==> src/rtl/seg_level_rx.sv <==
// seg_level_rx: debounced 7-segment humidity-level receiver.
// Synchronizes the segment lines, waits for a stable pattern, then decodes it
// into a 2-bit level code with update pulse, error flag and saturating error count.
module seg_level_rx #(
    parameter int unsigned STABLE_CYCLES = 4,
    parameter int unsigned ERR_W         = 8
) (
    input  logic             clk,
    input  logic             reset,
    input  logic             a,
    input  logic             b,
    input  logic             c,
    input  logic             d,
    input  logic             e,
    input  logic             f,
    input  logic             g,
    output logic [1:0]       level,
    output logic             valid,
    output logic             upd,
    output logic             err,
    output logic [ERR_W-1:0] err_cnt
);

    localparam int unsigned SEG_W = 7;
    localparam int unsigned CNT_W = 8;
    localparam logic [CNT_W-1:0] CNT_MAX = CNT_W'(STABLE_CYCLES - 1);

    localparam logic [SEG_W-1:0] PAT_L0 = 7'b0000000;
    localparam logic [SEG_W-1:0] PAT_L1 = 7'b1111110;
    localparam logic [SEG_W-1:0] PAT_L2 = 7'b0110000;
    localparam logic [SEG_W-1:0] PAT_L3 = 7'b1101101;

    typedef enum logic [1:0] {
        WAIT   = 2'd0,
        LOCKED = 2'd1,
        FAULT  = 2'd2
    } state_t;

    state_t           state;
    logic [SEG_W-1:0] p_raw;
    logic [SEG_W-1:0] sync1;
    logic [SEG_W-1:0] ps;
    logic [1:0]       warm;
    logic [SEG_W-1:0] cand;
    logic             cand_vld;
    logic [CNT_W-1:0] cnt;
    logic             done;
    logic             commit_c;
    logic [1:0]       code_c;
    logic             legal_c;

    assign p_raw = {a, b, c, d, e, f, g};

    // Two-flop synchronizer; warm marks when ps holds a real sample rather than reset zeros
    always_ff @(posedge clk or posedge reset) begin
        if (reset) begin
            sync1 <= '0;
            ps    <= '0;
            warm  <= '0;
        end else begin
            sync1 <= p_raw;
            ps    <= sync1;
            warm  <= {warm[0], 1'b1};
        end
    end

    // Candidate tracking: a new pattern restarts the count, a repeated one advances it
    always_ff @(posedge clk or posedge reset) begin
        if (reset) begin
            cand     <= '0;
            cand_vld <= 1'b0;
            cnt      <= '0;
            done     <= 1'b0;
        end else if (warm[1]) begin
            if (!cand_vld || (ps != cand)) begin
                cand     <= ps;
                cand_vld <= 1'b1;
                cnt      <= '0;
                done     <= 1'b0;
            end else begin
                if (cnt != CNT_MAX) begin
                    cnt <= cnt + CNT_W'(1);
                end
                if (cnt == CNT_MAX) begin
                    done <= 1'b1;
                end
            end
        end
    end

    // One commit per stable run, on the edge that sees the count already at its limit
    assign commit_c = warm[1] && cand_vld && (ps == cand) && (cnt == CNT_MAX) && !done;

    // Segment pattern to level code; anything outside the table is illegal
    always_comb begin
        code_c  = 2'd0;
        legal_c = 1'b1;
        case (cand)
            PAT_L0:  code_c = 2'd0;
            PAT_L1:  code_c = 2'd1;
            PAT_L2:  code_c = 2'd2;
            PAT_L3:  code_c = 2'd3;
            default: legal_c = 1'b0;
        endcase
    end

    // Commit FSM with registered level/valid/upd/err/err_cnt
    always_ff @(posedge clk or posedge reset) begin
        if (reset) begin
            state   <= WAIT;
            level   <= 2'd0;
            valid   <= 1'b0;
            upd     <= 1'b0;
            err     <= 1'b0;
            err_cnt <= '0;
        end else begin
            upd <= 1'b0;
            if (commit_c) begin
                if (legal_c) begin
                    level <= code_c;
                    valid <= 1'b1;
                    err   <= 1'b0;
                    upd   <= (state != LOCKED) || (code_c != level);
                    state <= LOCKED;
                end else begin
                    valid <= 1'b0;
                    err   <= 1'b1;
                    if (err_cnt != {ERR_W{1'b1}}) begin
                        err_cnt <= err_cnt + ERR_W'(1);
                    end
                    state <= FAULT;
                end
            end
        end
    end

endmodule

==> config.mk <==
export PLATFORM = sky130hd
export DESIGN_NAME = seg_level_rx
export DESIGN_NICKNAME = d
export VERILOG_FILES = /design/src/rtl/seg_level_rx.sv
export SDC_FILE = /design/constraint.sdc
export NUM_CORES = 1
export LEC_CHECK = 0
export ABC_AREA = 1
export CAP_MARGIN = 20
export CORE_UTILIZATION = 55
export DETAILED_ROUTE_END_ITERATION = 16
export DONT_BUFFER_PORTS = 1
export PLACE_DENSITY = 0.73
export REMOVE_ABC_BUFFERS = 1
export SYNTH_ARGS = -nofsm -noshare
export SYNTH_HDL_FRONTEND = slang
export SYNTH_SLANG_ARGS = --single-unit
==> constraint.sdc <==
create_clock -name clk -period 1.6 [get_ports clk]
set_input_delay 0.16 -clock clk [delete_from_list [all_inputs] [get_ports clk]]
set_output_delay 0.16 -clock clk [all_outputs]
set_load 0.005 [all_outputs]
==> metrics.txt <==
total CTS buffers 5; number of global-route vias before repair 1698; YS warnings 0; Setup crit start kind flop; count of input and output buffers 0; Slew Viols, Final 0; switching power total 607 uW; Routability Congestion 0.826; CP max FO 5; post-synthesis sequential area ratio 0.529; die footprint 4210 sq um; die width 64.9 microns; Layout fillers 277; Hold Violations, Final 0; WP data arrival 1.83 ns; Setup Slack @ Placement -0.0354 ns; clock share of power 0.337; unrepaired setup endpoints after global routing yes; sequential share of power 0.559; total grt overflow 0; Peak VDD IR 0.724 mV; setup TNS -0.0224 ns; crit path buf inv count 2; Reg clk slew, reported paths 0.09 ns; asr flop ratio synth 1.00; gr usage total 0.228; Max-cap violations 0; Syn-to-layout area delta 25.6%; Initial Utilization 0.585; Comb power frac 0.104; Root Driver clkbuf_8; Setup WS post-layout -0.0207 ns; cell area after synthesis 2170 sq um; 1st-pass router iterations 4; layout cells sized above 1 0.264; FF/Latch Area 1150 sq um; first-pass GRT wire length 7150 microns; Hold Path Class reg2reg; Min Hold Slack 0.354 ns; First DRT Iteration DRCs 111; Crit Path Category reg2reg; CTS Sinks 46; largest net degree at the start of global routing 47; syn avg cell area 8.05 sq um; crit-path leading delay family simple AND/OR/NAND/NOR gates; Max Fclk 617 MHz; Residual DRC 0; Total Wirelength 4440 microns; nets 328; synthesized flop and latch total 46; initial antenna violation count 0; Switching Fraction 0.273; CTS H-Tree Depth 2; Worst-Margin Slew 0.559 ns; CP endpoint kind flop; area of the multi-input gates 918 sq um; slowest CP cell dfrtp_1; site row count 22; ANT cells 0; prevailing post-synth register cell dfrtp_1; post-DR wirelength/cell 12.1 microns; Crit path required time 1.81 ns; Max stage delay on crit path 0.41 ns; clock latency on the worst-skew pair 0.31 ns; Worst Skew 0.00789 ns; gate count of the mapped netlist 270; PD cells 813 nW/um^2; failing checks negative setup slack; Power, Total 2220 uW; Leak 0.00137 uW; CP Cell Sequence inv_1 -> nand2_2 -> nand2_1 -> nor2_1 -> nand2_1 -> nor2_4 -> nand3_4 -> nor2_8 -> nand3_2 -> nand2_1 -> inv_1; endpoints failing setup 2; Vias 1818; Distinct cells, synth 22; Int Power 1610 uW; CTS tree done; antenna-violating nets left 0; Post-synth EDFFs 0; Max clock buf depth 2; DPL Wire Length 2910 microns; crit-path most repeated cell nand2_1; drt via density 4.97; Final period util 1.01; CORE AREA 3720 sq um; status finished, violations left; relative max-transition margin 0.628; io pins 22; crit path time final 1.62 ns; Die Y-Extent 64.9 microns
## stage by stage
stage	cells	utilization	area, sq um
after floorplan	269	-	2160
after global placement	336	0.637	2370
after detailed placement	336	0.637	2370
after CTS	354	0.696	2590
after global routing	366	0.735	2730
final	366	0.735	2730
## cell type report
| class | instances | area share |
|---|---|---|
| flip-flops and latches | 46 | 0.423 |
| multi-input cells | 179 | 0.336 |
| repair buffers | 40 | 0.122 |
| inverters | 45 | 0.0628 |
| clock buffers | 5 | 0.0252 |
| well taps | 48 | 0.0220 |
| clock inverters | 3 | 0.00916 |
## per-layer routing
metal	up-vias	GRT usage	routed length, microns
met3	6	0.0581	157
met1	858	0.295	2120
met4	0	0.0889	59
li1	927	-	-
met5	-	0	0
met2	27	0.363	2100
## sequential cells by signal, summed over array words and instances (netlist names)
name      cells
err           1
level         2
sync1         7
state         1
err_cnt       8
upd           1
cand          7
ps            7
done          1
cand_vld      1
cnt           8
warm          2
## synthesized netlist by cell type (2+ instances only)
| cell type | number | area (sq um) |
|---|---|---|
| nand2_1 | 86 | 323 |
| nand3_1 | 13 | 65.1 |
| a21oi_1 | 9 | 45.0 |
| o21ai_0 | 21 | 105 |
| dfrtp_1 | 46 | 1150 |
| nor2_1 | 25 | 93.8 |
| inv_1 | 42 | 158 |
| nor2_2 | 2 | 12.5 |
| nand3b_1 | 2 | 15.0 |
| nor2_4 | 2 | 22.5 |
| ha_1 | 2 | 25.0 |
| nand3_2 | 2 | 20.0 |
| nand4_1 | 3 | 18.8 |
| nor3_1 | 5 | 25.0 |
| inv_2 | 3 | 11.3 |
## placed cells by master, fill, tap and decap left out, types with 2 or more instances in the layout
cell type,instances
clkbuf_8,5
dfrtp_1,43
nor3_1,4
nand2_1,76
a21oi_1,8
o21ai_0,18
nand2_2,10
ha_2,2
nor2_1,23
inv_2,11
buf_4,31
inv_1,33
dfrtp_2,3
nor2_4,4
nand3_2,5
o21ai_1,3
nand3_1,10
nor2_2,3
nand4_1,3
dlygate4sd3_1,8
nand3b_1,2
## cells by family after synthesis
| kind of cell | synth area share |
|---|---|
| adder cells (fa/ha/maj) | 0.0115 |
| other | 0.00172 |
| XOR/XNOR | 0.0115 |
| AND/OR/NAND/NOR | 0.294 |
| AO/OA/AOI/OAI | 0.0690 |
| buffers and inverters | 0.0829 |
| flip-flops | 0.529 |
## worst reg2reg max path: stages (launching register included)
cell and delay, ns:
dfrtp_1 0.41, inv_1 0.07, nand2_2 0.08, nand2_1 0.05, nor2_1 0.10, nand2_1 0.09, nor2_4 0.18, nand3_4 0.16
nor2_8 0.17, nand3_2 0.10, nand2_1 0.07, inv_1 0.04
## final timing paths
kind	slack [ns]	cells after the start	endpoint	start
worst min register to register	0.35	0	warm[1]	warm[0]
worst max register to register	-0.02	11	err_cnt[3]	ps[4]
min in group asynchronous	0.44	3	err_cnt[7]	reset
max in group asynchronous	0.75	3	cand[0]	reset
worst max-delay path	-0.02	11	err_cnt[3]	ps[4]
worst min-delay path	0.35	0	warm[1]	warm[0]
## power groups by stage
| stage | sequential, uW | clock, uW | combinational [uW] |
|---|---|---|---|
| after CTS | 1240 | 759 | 188 |
| after detailed placement | 1260 | 0 | 171 |
| after floorplan | 1250 | 0 | 125 |
| after global placement | 1260 | 0 | 167 |
| after global routing | 1250 | 803 | 263 |
| final | 1240 | 748 | 231 |
## timing repair
item | CTS | global route
buffers inserted | 1 | 12
cloned | 1 | 0
pin swaps | 2 | 16
endpoints found under the setup margin | 6 | 27
resized for setup | 6 | 29
hold buffers | 8 | 0
hold endpoints to repair | 53 | 0
(Power assumes the default switching activity.)
